`src/rtl/if_fetch_unit_pkg.sv`:
```
// Shared definitions for the IF stage and the ID-stage decoder:
// next-PC class encodings, reset/exception vectors, NOP word, the IF/ID
// payload layout and the branch-offset helper.
package if_fetch_unit_pkg;

  localparam int unsigned XLEN      = 32;
  localparam int unsigned NPC_SEL_W = 2;
  localparam int unsigned IMM16_W   = 16;
  localparam int unsigned IMM26_W   = 26;

  // Next-PC class of the instruction sitting in ID
  typedef enum logic [NPC_SEL_W-1:0] {
    NPC_SEQ    = 2'd0,
    NPC_BRANCH = 2'd1,
    NPC_JIMM   = 2'd2,
    NPC_JREG   = 2'd3
  } npc_sel_e;

  localparam logic [XLEN-1:0] RESET_PC_DEFAULT   = 32'h0000_3000;
  localparam logic [XLEN-1:0] EXC_VECTOR_DEFAULT = 32'h0000_4180;
  localparam logic [XLEN-1:0] NOP_WORD           = 32'h0000_0000;

  // IF/ID pipeline register payload
  typedef struct packed {
    logic [XLEN-1:0] instr;
    logic [XLEN-1:0] pc;
    logic            valid;
    logic            bd;
    logic            exc_adel;
  } if_id_t;

  // Sign-extended word offset of a conditional branch
  function automatic logic [XLEN-1:0] branch_offset(input logic [IMM16_W-1:0] imm16);
    return {{(XLEN-IMM16_W-2){imm16[IMM16_W-1]}}, imm16, 2'b00};
  endfunction

endpackage

```
`src/rtl/if_fetch_unit_npc_calc.sv`:
```
// npc_calc: combinational next-PC candidate for the IF stage.
// Ports:
//   i_pc        current PC register
//   i_npc_sel   next-PC class of the ID instruction
//   i_cmp       comparator result for the ID instruction
//   i_id_pc     PC of the ID instruction
//   i_imm16     branch offset field
//   i_imm26     jump index field
//   i_rs_data   forwarded rs value (register jump target)
//   o_npc_c     next-PC candidate (combinational)
module npc_calc
  import if_fetch_unit_pkg::*;
(
  input  logic [XLEN-1:0]    i_pc,
  input  npc_sel_e           i_npc_sel,
  input  logic               i_cmp,
  input  logic [XLEN-1:0]    i_id_pc,
  input  logic [IMM16_W-1:0] i_imm16,
  input  logic [IMM26_W-1:0] i_imm26,
  input  logic [XLEN-1:0]    i_rs_data,
  output logic [XLEN-1:0]    o_npc_c
);

  logic [XLEN-1:0] w_pc_plus4;
  logic [XLEN-1:0] w_id_pc_plus4;
  logic [XLEN-1:0] w_branch_target;
  logic [XLEN-1:0] w_jump_target;

  // Targets are relative to the delay-slot address (ID PC + 4); all wrap mod 2^32
  assign w_pc_plus4      = i_pc + XLEN'(4);
  assign w_id_pc_plus4   = i_id_pc + XLEN'(4);
  assign w_branch_target = w_id_pc_plus4 + branch_offset(i_imm16);
  assign w_jump_target   = {w_id_pc_plus4[XLEN-1:XLEN-4], i_imm26, 2'b00};

  // Next-PC mux; register jumps pass misaligned targets through untouched
  always_comb begin
    o_npc_c = w_pc_plus4;
    case (i_npc_sel)
      NPC_SEQ:    o_npc_c = w_pc_plus4;
      NPC_BRANCH: o_npc_c = i_cmp ? w_branch_target : w_pc_plus4;
      NPC_JIMM:   o_npc_c = w_jump_target;
      NPC_JREG:   o_npc_c = i_rs_data;
      default:    o_npc_c = w_pc_plus4;
    endcase
  end

endmodule

```
`src/rtl/if_fetch_unit.sv`:
```
// if_fetch_unit: IF stage of the 5-stage MIPS pipeline. Owns the PC,
// selects the next PC from ID-stage branch/jump information (single
// architectural delay slot, no flush) and drives the IF/ID register.
// Ports:
//   clk, reset_n            clock, async active-low reset
//   imem_addr / imem_rdata  instruction memory (combinational read)
//   stall                   freezes PC and IF/ID
//   redirect_valid/_pc      CP0 exception/ERET redirect, overrides stall
//   id_*                    ID-stage instruction info for next-PC selection
//   if_id_*                 registered IF/ID outputs
module if_fetch_unit
  import if_fetch_unit_pkg::*;
#(
  parameter logic [XLEN-1:0] RESET_PC   = RESET_PC_DEFAULT,
  parameter logic [XLEN-1:0] EXC_VECTOR = EXC_VECTOR_DEFAULT
) (
  input  logic                 clk,
  input  logic                 reset_n,
  output logic [XLEN-1:0]      imem_addr,
  input  logic [XLEN-1:0]      imem_rdata,
  input  logic                 stall,
  input  logic                 redirect_valid,
  input  logic [XLEN-1:0]      redirect_pc,
  input  logic [NPC_SEL_W-1:0] id_npc_sel,
  input  logic                 id_cmp,
  input  logic [XLEN-1:0]      id_pc,
  input  logic [IMM16_W-1:0]   id_imm16,
  input  logic [IMM26_W-1:0]   id_imm26,
  input  logic [XLEN-1:0]      id_rs_data,
  output logic [XLEN-1:0]      if_id_instr,
  output logic [XLEN-1:0]      if_id_pc,
  output logic                 if_id_valid,
  output logic                 if_id_bd,
  output logic                 if_id_exc_adel
);

  logic [XLEN-1:0] r_pc;
  if_id_t          r_if_id;
  logic [XLEN-1:0] w_npc;
  npc_sel_e        w_npc_sel;
  logic            w_fetch_misaligned;
  logic            w_id_is_cti;

  // The redirect target always comes from CP0; the vector is kept for reference only
  if (EXC_VECTOR[1:0] != 2'b00) begin : g_exc_vector_misaligned
  end

  assign w_npc_sel          = npc_sel_e'(id_npc_sel);
  assign w_fetch_misaligned = (r_pc[1:0] != 2'b00);
  // A bubble in ID is never a branch, so it can never mark a delay slot
  assign w_id_is_cti        = (w_npc_sel != NPC_SEQ) && r_if_id.valid;

  npc_calc u_npc_calc (
    .i_pc      (r_pc),
    .i_npc_sel (w_npc_sel),
    .i_cmp     (id_cmp),
    .i_id_pc   (id_pc),
    .i_imm16   (id_imm16),
    .i_imm26   (id_imm26),
    .i_rs_data (id_rs_data),
    .o_npc_c   (w_npc)
  );

  // PC and IF/ID register: redirect > stall > normal fetch
  always_ff @(posedge clk or negedge reset_n) begin
    if (!reset_n) begin
      r_pc    <= RESET_PC;
      r_if_id <= '0;
    end else if (redirect_valid) begin
      r_pc             <= redirect_pc;
      r_if_id.instr    <= NOP_WORD;
      r_if_id.pc       <= redirect_pc;
      r_if_id.valid    <= 1'b0;
      r_if_id.bd       <= 1'b0;
      r_if_id.exc_adel <= 1'b0;
    end else if (!stall) begin
      r_pc             <= w_npc;
      r_if_id.pc       <= r_pc;
      r_if_id.valid    <= 1'b1;
      r_if_id.bd       <= w_id_is_cti;
      r_if_id.exc_adel <= w_fetch_misaligned;
      r_if_id.instr    <= w_fetch_misaligned ? NOP_WORD : imem_rdata;
    end
  end

  assign imem_addr      = r_pc;
  assign if_id_instr    = r_if_id.instr;
  assign if_id_pc       = r_if_id.pc;
  assign if_id_valid    = r_if_id.valid;
  assign if_id_bd       = r_if_id.bd;
  assign if_id_exc_adel = r_if_id.exc_adel;

endmodule

```
`config.mk`:
```
export PLATFORM = sky130hd
export DESIGN_NAME = if_fetch_unit
export DESIGN_NICKNAME = d
export VERILOG_FILES = /design/src/rtl/if_fetch_unit_pkg.sv /design/src/rtl/if_fetch_unit_npc_calc.sv /design/src/rtl/if_fetch_unit.sv
export SDC_FILE = /design/constraint.sdc
export NUM_CORES = 1
export LEC_CHECK = 0
export CAP_MARGIN = 40
export CORE_MARGIN = 4
export CORE_UTILIZATION = 43
export CTS_CLUSTER_SIZE = 30
export DETAILED_ROUTE_END_ITERATION = 8
export PLACE_DENSITY_LB_ADDON = 0.3
export REMOVE_ABC_BUFFERS = 1
export SLEW_MARGIN = 5
export SYNTH_ARGS = -nofsm -noshare
export SYNTH_HDL_FRONTEND = slang
export SYNTH_HIERARCHICAL = 1
export SYNTH_SLANG_ARGS = --single-unit
```
`constraint.sdc`:
```
create_clock -name clk -period 2.4 [get_ports clk]
set_input_delay 0.36 -clock clk [delete_from_list [all_inputs] [get_ports clk]]
set_output_delay 0.36 -clock clk [all_outputs]
set_load 0.01 [all_outputs]
```
==> flow_summary.json, run 1 <==
{
  "chipWidth_um": 148,
  "critical_path_cell_by_cell": "buf_6 > and4_4 > and4_4 > buf_4 > buf_6 > xor2_2 > ha_1 > buf_4 > buf_6 > nand4_1 > a21oi_2 > o21ai_4 > o311ai_4 > a31oi_2 > o221a_4 > o22ai_2 > mux2_4 > o21ai_0 > nor2b_2 > a211oi_2 > nor2_1",
  "post_route_cells_drive_above_1_share": 0.277,
  "main_combinational_cell_family_by_area_after_synthesis": "simple AND/OR/NAND/NOR gates",
  "worst-endpoint-arrival_ns": 3.81,
  "synthArstFlopShare": 1.00,
  "synth_compound_gate_area_share": 0.225,
  "cts_buffer_depth": 2,
  "share_seq_of_total_power": 0.317,
  "postSynthRegisterBits": 99,
  "synth_xor_xnor_area_share": 0.0795,
  "postRouteWirelength_um": 29900,
  "cap_viol_max_count": 0,
  "firstDrtPassIters": 6,
  "worst_vdd_drop_v": 0.000271,
  "cp-end-kind": "flip-flop",
  "timing.final.crit_share": 1.47,
  "mappedNetlistArea_sq_um": 8370,
  "route.vias.total": 9214,
  "final_common_cell": "clkdlybuf4s50_1",
  "post_synth_edffs": 0,
  "groute.usage.overall": 0.265,
  "worst_skew_pair.late_latency_ns": 0.35,
  "synth.yosys.warnings": 6,
  "final_core_utilization": 0.723,
  "drt_iter0_markers": 550,
  "synth.mux.area_fraction": 0.0420,
  "yosys.area_share.adder": 0.0532,
  "report.final.hold_viol_count": 0,
  "timing.final.crit_period_ns": 3.52,
  "port_buffers": 275,
  "path_buf_inv": 5,
  "die_h_um": 148,
  "area_growth_pct": 63.8,
  "basic_gate_share_of_the_synthesized_area_counting_and_or_nand_and_nor_cells": 0.252,
  "h-tree-depth": 3,
  "final.setup.tns_ns": -20.49,
  "floorplan.initialDensity": 0.442,
  "cp-start-kind": "primary input",
  "global_route.overflow_total": 0,
  "first_global_vias": 8993,
  "tightest_slew_ns": 0.525,
  "proportion_of_power_drawn_by_combinational_gates": 0.440,
  "wl_per_cell_um": 17.7,
  "cts_inserted_buffers": 9,
  "grt_first_pass_wirelength_um": 47300,
  "synth.distinct_cells": 68,
  "post_layout_net_count": 1633,
  "worst-endpoint-required_ns": 2.68,
  "antenna_found_initial": 1,
  "timing.hold.worst.class": "primary input to flip-flop",
  "intPower_mw": 3.99,
  "floorplan.die_area_sq_um": 21800,
  "post_synth_inst_count": 981,
  "failed_checks": "setup timing",
  "cts.reportedPaths.clkPinSlew_ns": 0.08,
  "clock_sink_count": 99,
  "maxClockFrequency_mhz": 284,
  "timing.critical_path.slowest_cell_delay_ns": 0.31,
  "viasPerCell": 5.46,
  "worst_slew_margin_rel": 0.649,
  "power.switching_fraction": 0.334,
  "post-route-drc-count": 0,
  "final_cell_mix": "clkdlybuf4s50_1, buf_4, nor2_1",
  "clock-skew-final_ns": 0.0109,
  "power.density_nw_per_um2": 437,
  "final-max-slew-violation-count": 0,
  "path_max_fanout": 5,
  "clk_root_buffer_cell": "clkbuf_16",
  "design.core.area_sq_um": 19000,
  "io_pins": 276,
  "total_switching_power_mw": 2.00,
  "globalplace.congestion": 0.906,
  "timing.final.ws_setup_ns": -1.12,
  "critical-path-top-cell-by-count": "buf_6",
  "critical_path_class": "primary input to flip-flop",
  "ys.flop_type": "dfrtp_1",
  "drt.antenna.violating_nets": 0,
  "placement_rows": 50,
  "seq_area_frac_synth": 0.296,
  "clockPowerShare": 0.244,
  "timing.critical_path.slowest_stage_cell": "mux2_4",
  "place_hpwl_um": 22200,
  "setup_violations": 25,
  "post_synth.cell_area_avg_sq_um": 8.53,
  "cp_top_family": "compound AO/OA/AOI/OAI gates",
  "p_leak_nw": 5.67,
  "worst_hold_slack_ns": 0.432,
  "grt_start_max_net_pins": 75,
  "total_power_mw": 5.99,
  "tritoncts": "yes",
  "status": "finished, violations left",
  "rsz0062_at_grt": "yes"
}
[per-layer routing]
| layer | wire length (um) | vias to the layer above | global-route usage |
|---|---|---|---|
| met5 | 0 | - | 0 |
| met4 | 1220 | 0 | 0.113 |
| met3 | 1630 | 77 | 0.0322 |
| met2 | 14200 | 358 | 0.430 |
| met1 | 12900 | 4387 | 0.358 |
| li1 | - | 4392 | - |
[per-stage QoR]
stage          area, sq um  setup WS [ns]  instances
2_1_floorplan         8010          -1.33        918
3_3_place_gp         12600          -1.98       1638
3_5_place_dp         12600          -2.00       1638
4_1_cts              13400          -1.00       1678
5_1_grt              13700          -1.30       1687
6_report             13700          -1.12       1687
[path summary, 6_finish.rpt]
check	from	end	slack [ns]	depth (start not counted)
min in group asynchronous	reset_n	if_id_instr[3]	0.50	2
max reg2reg	imem_addr[2]	imem_addr[26]	-0.45	15
min	redirect_valid	if_id_exc_adel	0.43	2
max	id_pc[4]	imem_addr[29]	-1.12	21
min reg2reg	if_id_instr[15]	if_id_instr[15]	0.53	2
max in group asynchronous	reset_n	imem_addr[13]	1.15	3
[cell families (layout without fill, tap and decap cells)]
group / after synthesis / after routing
AOI/OAI and AO/OA: 259 / 259
muxes: 20 / 20
and+or+nand+nor: 410 / 410
xor gates and xnor gates: 76 / 76
DFF: 99 / 99
adders and majority gates: 35 / 35
buffers and inverters: 82 / 527
other: 0 / 1
[sequential cells by signal, summed over array words and instances, names as in the netlist]
signal	count
if_id_bd	1
if_id_valid	1
if_id_instr	32
if_id_pc	32
if_id_exc_adel	1
imem_addr	32
[cell usage after synthesis, drive strengths merged, types with 3 or more instances]
cell	n	area share
and4	4	0.0042
nor2b	101	0.075
nand3b	32	0.030
a31oi	6	0.0045
xnor2	56	0.059
o221ai	5	0.0052
o21ai	39	0.024
o21a	9	0.0081
mux4	12	0.032
a211oi	69	0.081
a22o	6	0.0063
or3	3	0.0022
inv	19	0.0085
nand3	28	0.017
a21o	13	0.012
nand2b	3	0.0022
o2111ai	3	0.0031
dfrtp	97	0.29
o211ai	3	0.0027
xor2	20	0.021
a221o	3	0.0036
and3	15	0.011
clkbuf	23	0.010
nand2	89	0.040
o22ai	3	0.0022
nor3	4	0.0030
nor2	109	0.050
a21oi	79	0.048
mux2i	7	0.0084
a21boi	3	0.0036
buf	40	0.033
nand4	16	0.012
ha	34	0.051
a221oi	4	0.0042
[power by group through the flow]
stage	combinational, mW	clock (mW)	sequential [mW]
6_report	2.63	1.46	1.90
3_3_place_gp	2.30	0	1.92
2_1_floorplan	0.902	0	2.02
5_1_grt	2.82	1.55	1.92
3_5_place_dp	2.32	0	1.93
4_1_cts	2.49	1.49	1.90
[what timing repair did]
item                                    4_1_cts  5_1_grt
hold buffers                                  1        0
endpoints found under the hold margin        35        0
gates resized for setup                     139       57
setup buffers                                24        9
pin swaps                                   103       60
gates cloned                                  0        0
endpoints found under the setup margin       29       27
[cell type report]
cell class | instances | area, sq um
tap | 260 | 325
fill | 1468 | 5250
clock inverter | 6 | 57.6
timing repair buffer | 492 | 4510
sequential | 99 | 2480
clock buffer | 10 | 239
multi-input combinational | 800 | 6020
inverter | 19 | 73.8
antenna | 1 | 2.50
(Power assumes the default switching activity.)
==> inputs of run 2 (changes only) <==
--- a/config.mk
+++ b/config.mk
@@ -6,8 +6,8 @@
 export NUM_CORES = 1
 export LEC_CHECK = 0
 export CAP_MARGIN = 40
-export CORE_MARGIN = 4
-export CORE_UTILIZATION = 43
+export CORE_MARGIN = 1
+export CORE_UTILIZATION = 50
 export CTS_CLUSTER_SIZE = 30
 export DETAILED_ROUTE_END_ITERATION = 8
 export PLACE_DENSITY_LB_ADDON = 0.3
==> constraint.sdc (replaced) <==
create_clock -name clk -period 4.1 [get_ports clk]
set_input_delay 0.615 -clock clk [delete_from_list [all_inputs] [get_ports clk]]
set_output_delay 0.615 -clock clk [all_outputs]
set_load 0.01 [all_outputs]
==> flow_summary.json, run 2 (synthesis gave the netlist of run 1 again) <==
{
  "status": "complete, no violations",
  "cts_inserted_buffers": 9,
  "total_power_mw": 3.34,
  "cp-end-kind": "flip-flop",
  "port_buffers": 275,
  "firstDrtPassIters": 5,
  "drt_iter0_markers": 719,
  "placement_rows": 46,
  "setup_violations": 0,
  "grt_first_pass_wirelength_um": 43700,
  "worst_skew_pair.late_latency_ns": 0.35,
  "critical_path_class": "primary input to flip-flop",
  "report.final.hold_viol_count": 0,
  "cap_viol_max_count": 0,
  "viasPerCell": 5.66,
  "worst-endpoint-arrival_ns": 4.21,
  "first_global_vias": 8434,
  "worst-endpoint-required_ns": 4.39,
  "clk_root_buffer_cell": "clkbuf_16",
  "clock-skew-final_ns": 0.0142,
  "grt_start_max_net_pins": 103,
  "post_layout_net_count": 1541,
  "worstRegToRegCells": 12,
  "final_common_cell": "clkdlybuf4s50_1",
  "clock_sink_count": 99,
  "maxClockFrequency_mhz": 255,
  "post-route-drc-count": 0,
  "post_route_cells_drive_above_1_share": 0.172,
  "timing.final.crit_period_ns": 3.92,
  "cp-start-kind": "primary input",
  "cts.reportedPaths.clkPinSlew_ns": 0.08,
  "global_route.overflow_total": 0,
  "final.setup.tns_ns": 0,
  "groute.usage.overall": 0.316,
  "floorplan.initialDensity": 0.519,
  "timing.hold.worst.class": "primary input to async pin",
  "worst_vdd_drop_v": 0.000194,
  "chipWidth_um": 131,
  "worst_slew_margin_rel": 0.446,
  "postRouteWirelength_um": 27800,
  "timing.final.crit_share": 0.957,
  "rrSetupSlack_ns": 0.79,
  "design.core.area_sq_um": 16100,
  "final_cell_mix": "clkdlybuf4s50_1, buf_4, nor2_1",
  "antenna_found_initial": 2,
  "h-tree-depth": 3,
  "io_pins": 276,
  "final-max-slew-violation-count": 0,
  "place_hpwl_um": 20900,
  "tightest_slew_ns": 0.829,
  "globalplace.congestion": 0.909,
  "path_max_fanout": 3,
  "cts_buffer_depth": 2,
  "die_h_um": 131,
  "floorplan.die_area_sq_um": 17300,
  "cts_hold_repair.buffers": 0,
  "tritoncts": "yes",
  "area_growth_pct": 48.4,
  "power.density_nw_per_um2": 269,
  "drt.antenna.violating_nets": 0,
  "wl_per_cell_um": 17.9,
  "p_leak_nw": 5.12,
  "route.vias.total": 8784
}
run 2: changes by cell type in the layout (fill, tap and decap cells not counted), sizes merged:
cell,before,now
diode,1,2
clkinv,4,1
dlygate4sd2,6,0
bufinv,0,1
dlygate4sd3,1,0
inv,21,22
buf,230,130
clkbuf,11,14
dlymetal6s2s,1,9
clkdlybuf4s50,253,258
run 2: area by class of cell:
type	instances	area, sq um
flip-flops and latches	99	2480
multi-input cells	800	5570
well taps	216	270
diodes	2	5.00
fillers	1182	3690
clock buffers	11	243
clock inverters	5	67.6
repair buffers	400	3720
inverters	19	71.3
run 2: worst paths after layout:
kind / startpoint / end
worst max-delay path: id_imm16[0] / imem_addr[30]
worst min-delay path: reset_n / if_id_pc[5]
worst max register to register: imem_addr[4] / imem_addr[23]
worst min register to register: if_id_instr[16] / if_id_instr[16]
max in group asynchronous: reset_n / imem_addr[23]
min in group clk: if_id_instr[16] / if_id_instr[16]
run 2: what timing repair did:
item | in CTS | in global routing
pin swaps | 13 | 20
gates resized for setup | 18 | 32
hold endpoints to repair | 0 | 0
buffers inserted | 4 | 2
setup endpoints to repair | 12 | 13
run 2: report_power, final:
| part | total [mW] | switching (mW) | internal, mW |
|---|---|---|---|
| Sequential | 1.15 | 0.0946 | 1.05 |
| Combinational | 1.29 | 0.591 | 0.700 |
| Clock | 0.901 | 0.400 | 0.501 |
| Total | 3.34 | 1.09 | 2.26 |
run 2: worst max-delay path, cell delays in order:
cell             delay (ns)
clkdlybuf4s50_1        0.47
ha_1                   0.16
inv_1                  0.05
fa_1                   0.38
and2b_1                0.23
o21ai_1                0.09
a21boi_2               0.20
o21ai_2                0.10
a21boi_2               0.21
buf_4                  0.17
a21oi_2                0.06
buf_4                  0.14
buf_4                  0.12
o21ai_1                0.18
a31oi_1                0.13
or4_1                  0.48
nand3_1                0.09
nor2b_1                0.17
a211oi_2               0.06
nor2_1                 0.11
run 2: layer usage:
layer	share of wire	routed length (um)	track usage	vias up
met3	0.069	1910	0.0502	66
met4	0.037	1040	0.128	0
li1	-	-	-	4212
met2	0.47	13100	0.508	409
met5	0	0	0	-
met1	0.42	11800	0.424	4097
run 2: per-stage QoR:
stage	utilization	worst slack, ns	cell area (sq um)	hold slack [ns]	cells
after floorplan	-	0.114	8010	0.319	918
after global placement	0.740	-0.523	11900	0.506	1527
after detailed placement	0.741	-0.648	11900	0.510	1528
after CTS	0.765	0.0190	12300	0.245	1548
after global routing	0.771	-0.00345	12400	0.260	1552
final	0.771	0.176	12400	0.236	1552
==> inputs of run 3 (changes only) <==
--- a/config.mk
+++ b/config.mk
@@ -10,6 +10,7 @@
 export CORE_UTILIZATION = 50
 export CTS_CLUSTER_SIZE = 30
 export DETAILED_ROUTE_END_ITERATION = 8
+export GPL_TIMING_DRIVEN = 0
 export PLACE_DENSITY_LB_ADDON = 0.3
 export REMOVE_ABC_BUFFERS = 1
 export SLEW_MARGIN = 5
==> flow_summary.json, run 3 (synthesis gave the netlist of run 1 again) <==
{
  "status": "complete, no violations",
  "final-max-slew-violation-count": 0,
  "h-tree-depth": 3,
  "postRouteWirelength_um": 26300,
  "groute.usage.overall": 0.298,
  "floorplan.initialDensity": 0.519,
  "cp_top_family": "compound AO/OA/AOI/OAI gates",
  "report.final.hold_viol_count": 0,
  "cts.reportedPaths.clkPinSlew_ns": 0.07,
  "worst-endpoint-arrival_ns": 4.23,
  "cts_hold_repair.buffers": 0,
  "place_ws_ns": -0.897,
  "drt_iter0_markers": 673,
  "worst_vdd_drop_v": 0.000200,
  "cts_inserted_buffers": 9,
  "clock-skew-final_ns": 0.0145,
  "post_route_cells_drive_above_1_share": 0.117,
  "detailed_place.area_sq_um": 11100,
  "tightest_slew_ns": 0.839,
  "timing.hold.worst.class": "primary input to async pin",
  "floorplan.die_area_sq_um": 17300,
  "timing.final.crit_share": 0.974,
  "final_cell_mix": "clkdlybuf4s50_1, nor2_1, nor2b_1",
  "clk_root_buffer_cell": "clkbuf_16",
  "global_route.overflow_total": 0,
  "setup_violations": 0,
  "firstDrtPassIters": 5,
  "first_global_vias": 7930,
  "cts_buffer_depth": 2,
  "timing.final.ws_setup_ns": 0.107,
  "chipWidth_um": 131,
  "critical_path_class": "primary input to flip-flop",
  "worst_slew_margin_rel": 0.439,
  "path_max_fanout": 8,
  "timing.final.crit_period_ns": 3.99,
  "place_hpwl_um": 18900,
  "timing.critical_path.slowest_cell_delay_ns": 0.45,
  "grt_start_max_net_pins": 112,
  "path_buf_inv": 3,
  "globalplace.congestion": 0.873,
  "stdcell_area_sq_um": 11800,
  "clock_sink_count": 99,
  "cp-start-kind": "primary input",
  "die_h_um": 131,
  "critical_path_cell_by_cell": "buf_4 > and4_4 > and4_4 > inv_2 > nor2_4 > buf_4 > nand3_1 > xnor2_1 > ha_4 > a21o_1 > a2111oi_4 > a21oi_2 > a21oi_2 > xor2_1 > a21oi_1 > mux4_2 > nor2b_1 > a211oi_2 > nor2_1",
  "cap_viol_max_count": 0,
  "port_buffers": 275,
  "design.core.area_sq_um": 16100,
  "p_leak_nw": 4.61,
  "antenna_found_initial": 3,
  "maxClockFrequency_mhz": 250,
  "worst_skew_pair.late_latency_ns": 0.35,
  "wl_per_cell_um": 18.2,
  "placement_rows": 46,
  "grt_first_pass_wirelength_um": 41600,
  "post-route-drc-count": 0,
  "worst-endpoint-required_ns": 4.34,
  "final_core_utilization": 0.731,
  "io_pins": 276,
  "cp-end-kind": "flip-flop",
  "timing.critical_path.slowest_stage_cell": "mux4_2",
  "tritoncts": "yes",
  "drt.antenna.violating_nets": 0,
  "final_common_cell": "clkdlybuf4s50_1",
  "route.vias.total": 8411,
  "post_layout_net_count": 1437,
  "viasPerCell": 5.81,
  "power.density_nw_per_um2": 271,
  "area_growth_pct": 40.8
}
-- run 3: layout make-up --
cell class / instances / area, sq um
fillers: 1238 / 4330
inverters: 19 / 71.3
diodes: 2 / 5.00
well taps: 216 / 270
clock inverters: 6 / 55.1
multi-input cells: 800 / 5700
clock buffers: 10 / 239
repair buffers: 296 / 2970
flip-flops and latches: 99 / 2480
-- run 3: worst reg2reg max path: cells and delay by family (launching register included) --
kind | cells | cell delay [ns]
xor+xnor | 1 | 0.23
mux | 1 | 0.45
simple gates | 7 | 1.49
compound gates | 3 | 0.42
flops | 1 | 0.52
-- run 3: path summary, 6_finish.rpt --
| path | cells after the start | end | slack (ns) | startpoint |
|---|---|---|---|---|
| worst max-delay path | 19 | imem_addr[22] | 0.11 | id_pc[4] |
| worst min register to register | 2 | if_id_pc[17] | 0.53 | if_id_pc[17] |
| worst max register to register | 12 | imem_addr[23] | 0.86 | imem_addr[5] |
| max in group asynchronous | 2 | imem_addr[13] | 3.14 | reset_n |
| worst min-delay path | 1 | if_id_instr[3] | 0.23 | reset_n |
| min in group clk | 2 | if_id_pc[17] | 0.53 | if_id_pc[17] |
-- run 3: metal layers --
layer / global-route usage / vias up / routed length [um]
met4: 0.115 / 0 / 873
met5: 0 / - / 0
met3: 0.0421 / 57 / 1710
li1: - / 3999 / -
met1: 0.392 / 3970 / 11300
met2: 0.495 / 385 / 12500
-- run 3: where the power goes --
group	switching (mW)	total [mW]	internal, mW
logic	0.575	1.20	0.629
registers	0.0957	1.15	1.05
clock network	0.404	0.844	0.441
total	1.07	3.20	2.12
-- run 3: stage by stage --
step / TNS, ns / total power [mW] / std cells / hold slack [ns]
finish: 0 / 3.20 / 1448 / 0.231
floorplan: 0 / 1.71 / 918 / 0.319
global placement: -386.16 / 2.28 / 1409 / 0.504
global route: -0.0381 / 3.35 / 1448 / 0.266
CTS: 0 / 3.18 / 1442 / 0.249
detailed placement: -10.27 / 2.30 / 1414 / 0.511
-- run 3: repair_timing --
item / in CTS / in global routing
gates resized for setup: 36 / 43
setup endpoints to repair: 13 / 12
buffers inserted: 12 / 4
pin swaps: 17 / 12
